[src/rtl/bc_pkg.sv]
// Shared constants for the block checker: error codes, keyword table, block and event types.
// Keywords fork/join are part of the active table only when BC_FORK_JOIN_EN is defined.
package bc_pkg;

  localparam logic [1:0] BC_ERR_NONE      = 2'd0;
  localparam logic [1:0] BC_ERR_UNDERFLOW = 2'd1;
  localparam logic [1:0] BC_ERR_MISMATCH  = 2'd2;
  localparam logic [1:0] BC_ERR_OVERFLOW  = 2'd3;

  typedef enum logic {
    BC_T_BEGIN = 1'b0,
    BC_T_FORK  = 1'b1
  } bc_type_e;

  typedef enum logic [1:0] {
    BC_EV_NONE  = 2'd0,
    BC_EV_OPEN  = 2'd1,
    BC_EV_CLOSE = 2'd2
  } bc_event_e;

  // Keyword text is right-aligned: the first character sits in the highest used byte.
  localparam int BC_KW_MAX = 4;
  localparam logic [39:0] BC_KW_TEXT [BC_KW_MAX] = '{
    "begin", {16'd0, "end"}, {8'd0, "fork"}, {8'd0, "join"}
  };
  localparam int        BC_KW_LEN  [BC_KW_MAX] = '{5, 3, 4, 4};
  localparam bc_event_e BC_KW_EV   [BC_KW_MAX] = '{BC_EV_OPEN, BC_EV_CLOSE, BC_EV_OPEN, BC_EV_CLOSE};
  localparam bc_type_e  BC_KW_TYPE [BC_KW_MAX] = '{BC_T_BEGIN, BC_T_BEGIN, BC_T_FORK, BC_T_FORK};

`ifdef BC_FORK_JOIN_EN
  localparam int BC_NUM_KW = 4;
`else
  localparam int BC_NUM_KW = 2;
`endif

  function automatic logic [7:0] bc_kw_byte(input int kw, input logic [2:0] idx);
    logic [39:0] text;
    int          len;
    text = BC_KW_TEXT[kw];
    len  = BC_KW_LEN[kw];
    if (int'(idx) >= len) return 8'h00;
    return text[8*(len-1-int'(idx)) +: 8];
  endfunction

endpackage

[src/rtl/bc_word_matcher.sv]
// Splits the byte stream into space-delimited words and flags keyword hits on the delimiter cycle.
// Event outputs are combinational from the delimiter byte; ev_type exists only with BC_FORK_JOIN_EN.
module bc_word_matcher
  import bc_pkg::*;
(
  input  logic       clk,
  input  logic       reset,
  input  logic [7:0] in,
  input  logic       in_valid,
  output logic       ev_valid,
`ifdef BC_FORK_JOIN_EN
  output bc_type_e   ev_type,
`endif
  output bc_event_e  ev_kind
);

  logic [2:0]           len_reg;
  logic [BC_NUM_KW-1:0] match_reg;
  logic [BC_NUM_KW-1:0] char_hit;
  logic [BC_NUM_KW-1:0] fire;
  logic [7:0]           char_lc;
  logic                 is_space;

  assign is_space = (in == 8'h20);
  assign char_lc  = (in >= 8'h41 && in <= 8'h5A) ? (in + 8'h20) : in;

  for (genvar gi = 0; gi < BC_NUM_KW; gi++) begin : g_kw
    assign char_hit[gi] = (len_reg < 3'(BC_KW_LEN[gi])) && (char_lc == bc_kw_byte(gi, len_reg));
    assign fire[gi]     = in_valid && is_space && match_reg[gi] && (len_reg == 3'(BC_KW_LEN[gi]));
  end

  always_ff @(posedge clk) begin
    if (reset) begin
      len_reg   <= 3'd0;
      match_reg <= '1;
    end else if (in_valid) begin
      if (is_space) begin
        len_reg   <= 3'd0;
        match_reg <= '1;
      end else begin
        len_reg   <= (len_reg == 3'd7) ? 3'd7 : len_reg + 3'd1;
        match_reg <= match_reg & char_hit;
      end
    end
  end

  // Keyword texts are distinct, so at most one bit of fire is ever set.
  always_comb begin
    ev_valid = 1'b0;
    ev_kind  = BC_EV_NONE;
`ifdef BC_FORK_JOIN_EN
    ev_type  = BC_T_BEGIN;
`endif
    for (int k = 0; k < BC_NUM_KW; k++) begin
      if (fire[k]) begin
        ev_valid = 1'b1;
        ev_kind  = BC_KW_EV[k];
`ifdef BC_FORK_JOIN_EN
        ev_type  = BC_KW_TYPE[k];
`endif
      end
    end
  end

endmodule

[src/rtl/block_checker_stack.sv]
// Structural lint stage: tracks begin/end (and fork/join with BC_FORK_JOIN_EN) nesting on a
// bounded type stack and reports balance, depth and the first structural fault.
module block_checker_stack
  import bc_pkg::*;
#(
  parameter int MAX_DEPTH = 8,
  parameter int DEPTH_W   = $clog2(MAX_DEPTH + 1)
) (
  input  logic               clk,
  input  logic               reset,
  input  logic [7:0]         in,
  input  logic               in_valid,
  output logic               result,
  output logic [DEPTH_W-1:0] depth,
  output logic               error,
  output logic [1:0]         err_code
);

  typedef enum logic [1:0] {IDLE_BAL, OPEN, ERR} state_e;

  state_e             state_reg, state_next;
  logic [DEPTH_W-1:0] depth_reg, depth_next;
  logic [1:0]         err_code_reg, err_code_next;
  logic               result_reg, error_reg;
  logic               push;
  logic               ev_valid;
  bc_event_e          ev_kind;

`ifdef BC_FORK_JOIN_EN
  localparam int IDX_W = $clog2(MAX_DEPTH);
  bc_type_e   ev_type;
  bc_type_e   stack_reg [MAX_DEPTH];
  logic [IDX_W-1:0] top_idx;
  assign top_idx = IDX_W'(depth_reg - 1'b1);
`endif

  bc_word_matcher u_matcher (
    .clk      (clk),
    .reset    (reset),
    .in       (in),
    .in_valid (in_valid),
    .ev_valid (ev_valid),
`ifdef BC_FORK_JOIN_EN
    .ev_type  (ev_type),
`endif
    .ev_kind  (ev_kind)
  );

  always_comb begin
    state_next    = state_reg;
    depth_next    = depth_reg;
    err_code_next = err_code_reg;
    push          = 1'b0;
    if (state_reg != ERR && ev_valid) begin
      if (ev_kind == BC_EV_OPEN) begin
        if (depth_reg == DEPTH_W'(MAX_DEPTH)) begin
          state_next    = ERR;
          err_code_next = BC_ERR_OVERFLOW;
        end else begin
          push       = 1'b1;
          depth_next = depth_reg + 1'b1;
          state_next = OPEN;
        end
      end else if (ev_kind == BC_EV_CLOSE) begin
        if (depth_reg == '0) begin
          state_next    = ERR;
          err_code_next = BC_ERR_UNDERFLOW;
`ifdef BC_FORK_JOIN_EN
        end else if (stack_reg[top_idx] != ev_type) begin
          state_next    = ERR;
          err_code_next = BC_ERR_MISMATCH;
`endif
        end else begin
          depth_next = depth_reg - 1'b1;
          if (depth_reg == DEPTH_W'(1)) state_next = IDLE_BAL;
        end
      end
    end
  end

  always_ff @(posedge clk) begin
    if (reset) begin
      state_reg    <= IDLE_BAL;
      depth_reg    <= '0;
      err_code_reg <= BC_ERR_NONE;
      result_reg   <= 1'b1;
      error_reg    <= 1'b0;
    end else begin
      state_reg    <= state_next;
      depth_reg    <= depth_next;
      err_code_reg <= err_code_next;
      result_reg   <= (depth_next == '0) && (state_next != ERR);
      error_reg    <= (state_next == ERR);
    end
  end

`ifdef BC_FORK_JOIN_EN
  // Contents are don't-care after reset; only the pointer (depth) is cleared.
  always_ff @(posedge clk) begin
    if (!reset && push) stack_reg[IDX_W'(depth_reg)] <= ev_type;
  end
`else
  logic unused_push;
  assign unused_push = push;
`endif

  assign result   = result_reg;
  assign depth    = depth_reg;
  assign error    = error_reg;
  assign err_code = err_code_reg;

endmodule

[config.mk]
export PLATFORM = sky130hd
export DESIGN_NAME = block_checker_stack
export DESIGN_NICKNAME = d
export VERILOG_FILES = /design/src/rtl/bc_pkg.sv /design/src/rtl/bc_word_matcher.sv /design/src/rtl/block_checker_stack.sv
export SDC_FILE = /design/constraint.sdc
export NUM_CORES = 1
export LEC_CHECK = 0
export ABC_AREA = 0
export CAP_MARGIN = 15
export CORE_UTILIZATION = 43
export CTS_CLUSTER_DIAMETER = 40
export CTS_CLUSTER_SIZE = 20
export DETAILED_ROUTE_END_ITERATION = 8
export GPL_ROUTABILITY_DRIVEN = 0
export GPL_TIMING_DRIVEN = 1
export SYNTH_ARGS = -nofsm -noshare
export SYNTH_HDL_FRONTEND = slang
export SYNTH_HIERARCHICAL = 1
export SYNTH_SLANG_ARGS = --single-unit
export TNS_END_PERCENT = 10
[constraint.sdc]
create_clock -name clk -period 3.7 [get_ports clk]
set_input_delay 0.74 -clock clk [delete_from_list [all_inputs] [get_ports clk]]
set_output_delay 0.74 -clock clk [all_outputs]
set_load 0.1 [all_outputs]
==> run metrics, run 1 <==
WS Path Type=primary input to register; clk slew on worst S/H paths=0.06 ns; Avg Cell Area, Syn=between 8 and 9 sq um; cell at the slowest stage of the critical path=or4_4; fin crit share=0.940; syn nets=around 220; most frequent cells in the layout=nor2_1, clkdlybuf4s50_1, dfxtp_1; ys async rst share=0; Main synth FF type=dfxtp_1; EDFF count, synth=0; Netlist Area Pre-Place=1630 sq um; Site Rows=22; leakage=between 0.6 and 0.7 nW; Ports=19; largest net degree at the start of global routing=18; Pwr per Cell Area=228 nW/um^2; CTS Hold Bufs=0; CP cell instances=clkdlybuf4s50_1 > or4_4 > nor4_4 > nand4_1 > a21oi_1 > inv_1 > ha_1 > nor3b_4 > a21o_1 > o31ai_4 > a21oi_2 > nor4_2; CP startpoint kind=primary input; # nets final=around 240; Levels on crit path=12; CTS tree=yes; Initial Util=0.446; Placed Cells=261; initial antenna violation count=0; Via-to-Cell Ratio=a little under 6; Final HPWL DP=about 3.0 mm; vias in the first global route=1410; crit path buf inv count=2; Layout fillers=between 300 and 400; first-pass GRT wire length=6.19 mm; H-tree Lvls=1; Gate Count Post-Synth=196; synthesis-to-layout area growth=17.2%; post-layout minimum cycle time=3.48 ns; CTS root buf=clkbuf_8; clk sinks=15; max-cap viol count=0; Hold Violations, Final=0; Die ar.=4050 sq um; register bit count reported by yosys=15; Critical Path RT=about 3.9 ns; grt ovf=0; Setup Fix Bufs, Post-CTS=0; total CTS buffers=3; post-route design area=approximately 1900 sq um; gr usage total=0.194; Yosys warning count=6; commonest non-fill, non-tap cell in the layout=nor2_1; element type at the critical path end=register; post-route insts no fill=265; worst r2r src=u_matcher/len_reg[0]$_SDFFE_PP0P_; area post-placement=1870 sq um; crit-path max cell delay=0.56 ns; clk buf depth=2; Yosys cell types=63; fraction of layout cells with a size suffix above 1=0.184; routed length per instance=14.3 um; Remaining DRCs=0; reg2reg setup slack=0.82 ns; die span in y=roughly 64 um; critical path arrival=approximately 3.7 ns; Final Skew=between 0.0015 and 0.002 ns; worst min-delay path category=register to register; clk_lat worst skew=0.25 ns; crit path from=in[1]; Routed WL=3.78 mm; core area=3660 sq um; TritonRoute pass-1 iters=5; max reg flops=4; status=finished, final reports clean; maximum vdd drop=just under 0.0001 V; Slew Viols, Final=0; register area share after synthesis=0.184; Rel. slew slack=0.350; Initial DRC Count=95; Power, Total=0.436 mW; Top delay family on crit path=simple AND/OR/NAND/NOR gates; Die Wd=63.6 um; via count=1557; port bufs=18; TNS Setup=0 ns; Final setup viols=0; CP max FO=3; R2R depth=11; diode count=0; post-cts resize count=0; RSZ-0062 raised after global routing=false; f_max=0.287 GHz; worst slew pin tran=0.972 ns; crit path capture=result$_SDFF_PP1_; antenna viol nets, final=0; FF-to-FF End=result$_SDFF_PP1_
## metrics by stage
step | util | hold slack, ns | setup slack [ns]
2_1_floorplan | - | 0.452 | 0.444
6_report | 0.523 | 0.489 | 0.221
5_1_grt | 0.523 | 0.523 | 0.0311
3_3_place_gp | 0.510 | 0.458 | 0.0674
4_1_cts | 0.523 | 0.495 | 0.237
3_5_place_dp | 0.510 | 0.483 | -0.0234
## logic make-up after synthesis
kind of cell               count (synthesis)  synth area share
buffers and inverters                     25            0.0804
adders and majority gates                 12            0.0920
DFF                                       15             0.184
muxes                                      5            0.0314
xor gates and xnor gates                   5            0.0268
AOI/OAI and AO/OA                         59             0.283
and+or+nand+nor                           75             0.303
## tightest hold or removal path, cell delays in order, from the launching register on
cell and delay (ns):
dfxtp_1 0.32, o41ai_1 0.06, a21oi_1 0.06
## where the power goes
group          switching [mW]  total (mW)  leakage (nW)  internal [mW]
Combinational          0.0630       0.121         0.544         0.0576
Sequential             0.0105       0.176         0.122          0.166
Clock                  0.0641       0.139        0.0255         0.0748
Total                   0.138       0.436         0.691          0.298
## synthesized netlist by cell type (all sizes together), types with 5 or more instances
cell,n,area (sq um)
inv,13,48.8
ha,12,150
xnor2,5,43.8
o21ai,10,53.8
a21oi,14,73.8
nand3,6,30.0
buf,7,62.6
clkbuf,5,20.0
or2,6,37.5
dfxtp,15,300
nand2,7,28.8
nor4b,5,56.3
nand2b,9,56.3
nor2,17,63.8
## how the worst min path moves through the flow
stage,end,depth (start not counted),start,slack [ns]
after floorplan,u_matcher/match_reg[0]$_SDFFE_PP1P_,2,u_matcher/match_reg[0]$_SDFFE_PP1P_,0.45
after global placement,err_code[0]$_SDFFE_PP0P_,2,err_code[0]$_SDFFE_PP0P_,0.46
after detailed placement,err_code[1]$_SDFFE_PP0P_,2,err_code[1]$_SDFFE_PP0P_,0.48
after CTS,err_code[1]$_SDFFE_PP0P_,2,err_code[1]$_SDFFE_PP0P_,0.49
after global routing,err_code[0]$_SDFFE_PP0P_,2,err_code[0]$_SDFFE_PP0P_,0.52
final,err_code[1]$_SDFFE_PP0P_,2,err_code[1]$_SDFFE_PP0P_,0.49
## cell type report
type	instances	area (sq um)	area share
multi-input combinational	156	1200	0.627
sequential	15	300	0.157
timing repair buffer	29	258	0.135
tap	48	60.1	0.0314
inverter	13	48.8	0.0255
clock buffer	3	41.3	0.0216
clock inverter	1	5.00	0.00261
## metal layers
metal  vias up  share of wire  track usage
met2        40           0.52        0.358
met4         0          0.029        0.102
li1        769              -            -
met1       738           0.42        0.214
met5         -              0            0
met3        10          0.022       0.0217
(Power assumes the default switching activity.)
==> inputs of run 2 (changes only) <==
ABC_AREA = 1   (was 0)
GPL_TIMING_DRIVEN = 0   (was 1)
SLEW_MARGIN = 20   (was default)
==> run metrics, run 2 <==
status=finished, final reports clean; Compound-Gate Fraction of Synth Area=0.0722 (-0.211); Hold Path Depth=2 (unchanged); Avg Cell Area, Syn=5.80 sq um (-30%); post-route design area=1830 sq um (-4.6%); critical path arrival=3.42 ns (-0.23 ns); RSZ-0062 raised after global routing=false; area post-placement=1800 sq um (-3.8%); Power, Total=0.386 mW (-11%); vias in the first global route=1450 (+2.8%); FF-to-FF End=result$_SDFF_PP1_; first-pass GRT wire length=6.24 mm (+0.78%); grt ovf=0 (unchanged); mux share of post-synthesis cell area=0 (-0.0314); initial antenna violation count=0 (unchanged); syn nets=292 (+33%); Final Skew=0.00882 ns (+0.00729 ns); ys async rst share=0 (unchanged); Hold Violations, Final=0 (unchanged); Yosys cell types=28 (-56%); H-tree Lvls=1 (unchanged); largest net degree at the start of global routing=11 (-7); clk_lat worst skew=0.29 ns (+0.04 ns); Yosys warning count=6 (unchanged); gr usage total=0.196 (+0.00247); element type at the critical path end=register; Pwr per Cell Area=212 nW/um^2 (-7.1%); EDFF count, synth=0 (unchanged); clk slew on worst S/H paths=0.10 ns (+0.04 ns); worst r2r src=u_matcher/len_reg[0]$_SDFFE_PP0P_; f_max=0.310 GHz (+7.9%); Final HPWL DP=2.72 mm (-8.1%); CTS tree=yes; TNS Setup=0 ns (unchanged); Layout fillers=372 (+1.6%); Remaining DRCs=0 (unchanged); Setup Fix Bufs, Post-CTS=0 (unchanged); HP Start=u_matcher/match_reg[0]$_SDFFE_PP1P_; fin crit share=0.871 (-0.0692); CTS root buf=clkbuf_4; synthesis-to-layout area growth=17.0%; diode count=0 (unchanged); die span in y=62.2 um (-2.2%); Initial Util=0.457 (+0.0108); clk sinks=15 (unchanged); via count=1579 (+1.4%); hold endpoint=u_matcher/match_reg[0]$_SDFFE_PP1P_; R2R depth=19 (+8); worst min-delay path category=register to register; Initial DRC Count=81 (-15%); Synth area leader=nand2_1; core area=3420 sq um (-6.7%); Routed WL=3.41 mm (-9.7%); Main synth FF type=dfxtp_1; port bufs=18 (unchanged); Post-Synth Adder-Cell Area=0.0962 (+0.00428); reg2reg setup slack=1.32 ns (+0.50 ns); WS Path Type=primary input to register; total CTS buffers=3 (unchanged); Via-to-Cell Ratio=4.69 (-20%); Die ar.=3870 sq um (-4.3%); max reg flops=4 (unchanged); simple-gate share of the synthesized area=0.496 (+0.193); fraction of layout cells with a size suffix above 1=0.107 (-0.0778); Area contributors post-synth=nand2_1, dfxtp_1, inv_1; # nets final=315 (+31%); post-cts resize count=0 (unchanged); worst slew pin tran=0.966 ns (-0.00583 ns); CP max FO=8 (+5); post-synthesis xor/xnor area fraction=0.00561 (-0.0212); Netlist Area Pre-Place=1560 sq um (-4.4%); Gate Count Post-Synth=269 (+37%); register bit count reported by yosys=15 (unchanged); leakage=0.956 nW (+38%); Die Wd=62.2 um (-2.2%); Ports=19 (unchanged); Rel. slew slack=0.354 (+0.00390); clk buf depth=2 (unchanged); most frequent cells in the layout=nand2_1, inv_1, nor2_1; register area share after synthesis=0.192 (+0.00855); max-cap viol count=0 (unchanged); main combinational cell family by area after synthesis=simple AND/OR/NAND/NOR gates; maximum vdd drop=0.000179 V (+81%); CTS Hold Bufs=0 (unchanged); Final setup viols=0 (unchanged); CP startpoint kind=primary input; post-synth top area share=0.200 (+0.0158); TritonRoute pass-1 iters=4 (-1); post-layout minimum cycle time=3.22 ns (-0.256 ns); Site Rows=21 (-4.5%); antenna viol nets, final=0 (unchanged); count leader, synth=nand2_1; Critical Path RT=3.90 ns (+0.03 ns); routed length per instance=10.1 um (-29%); Util after Layout=0.534 (+0.0115); commonest non-fill, non-tap cell in the layout=nand2_1; commonest cells in the netlist=nand2_1, inv_1, nor2_1, nand3_1, dfxtp_1; Slew Viols, Final=0 (unchanged)
[run 2: cell types whose count changed after synthesis, sizes merged, moves of 5 or more]
cell	delta
nand2	+83
nand2b	-9
nor4b	-5
o21ai	-6
nand3	+21
buf	-5
nand4	+6
nor2	+17
inv	+36
[run 2: how the worst max path moves through the flow]
| stage | from | to | slack (ns) | cells after the start |
|---|---|---|---|---|
| 2_1_floorplan | in[3] | result$_SDFF_PP1_ | 1.19 | 21 |
| 3_3_place_gp | in[6] | result$_SDFF_PP1_ | 0.23 | 20 |
| 3_5_place_dp | in[6] | result$_SDFF_PP1_ | 0.19 | 22 |
| 4_1_cts | in[6] | result$_SDFF_PP1_ | 0.50 | 22 |
| 5_1_grt | in[6] | result$_SDFF_PP1_ | 0.18 | 22 |
| 6_report | in[6] | result$_SDFF_PP1_ | 0.48 | 22 |
[run 2: area by class of cell]
class / instances / area [sq um] / share of cell area
Clock inverter: 1 / 5.00 / 0.00274
Tap cell: 46 / 57.6 / 0.0315
Clock buffer: 3 / 22.5 / 0.0123
Timing Repair Buffer: 18 / 180 / 0.0987
Buffer: 3 / 23.8 / 0.0130
Sequential cell: 15 / 300 / 0.164
Multi-Input combinational cell: 200 / 1040 / 0.572
Inverter: 51 / 191 / 0.105
[run 2: cell families (layout without fill, tap and decap cells)]
| group | Yosys count | count (layout) |
|---|---|---|
| xor gates and xnor gates | 1 | 1 |
| buffers and inverters | 54 | 76 |
| DFF | 15 | 15 |
| adders and majority gates | 12 | 12 |
| AOI/OAI and AO/OA | 18 | 18 |
| and+or+nand+nor | 169 | 169 |
[run 2: per-layer routing]
| layer | wire length (um) | track usage | vias up |
|---|---|---|---|
| met5 | 0 | 0 | - |
| met4 | 39 | 0.0610 | 0 |
| met3 | 164 | 0.0221 | 4 |
| met2 | 1250 | 0.282 | 37 |
| met1 | 1950 | 0.301 | 653 |
| li1 | - | - | 885 |
[run 2: report_power, final]
part / switching (mW) / internal, mW
Combinational: 0.0720 / 0.0456
Clock: 0.0569 / 0.0402
Sequential: 0.00576 / 0.166
Total: 0.135 / 0.251
[run 2: worst max-delay path, cell delays in order]
cell and delay [ns]:
clkdlybuf4s50_1 0.54, nor2_1 0.15, inv_1 0.06, nor4_1 0.35, nand2_1 0.09, inv_1 0.11
nand3_1 0.10, a21oi_1 0.19, inv_1 0.06, ha_1 0.27, inv_1 0.10, nor2_1 0.05
nand2_1 0.06, nand2_1 0.04, nand2_1 0.07, nand2_1 0.05, nand3_1 0.06, nand2_1 0.06
nand2_1 0.09, clkinv_1 0.07, nand2_1 0.05, nor2_1 0.04
[run 2: stage by stage]
stage / hold WS, ns / std cells / setup WS, ns
4_1_cts: 0.459 / 337 / 0.505
5_1_grt: 0.491 / 337 / 0.184
3_3_place_gp: 0.433 / 333 / 0.228
6_report: 0.461 / 337 / 0.477
2_1_floorplan: 0.419 / 269 / 1.19
3_5_place_dp: 0.441 / 333 / 0.194
==> inputs of run 3 (changes only) <==
SLEW_MARGIN = 15   (was 20)
==> results of run 3 <==
Same layout as run 2: the final DEF is identical, and so are final timing and power.
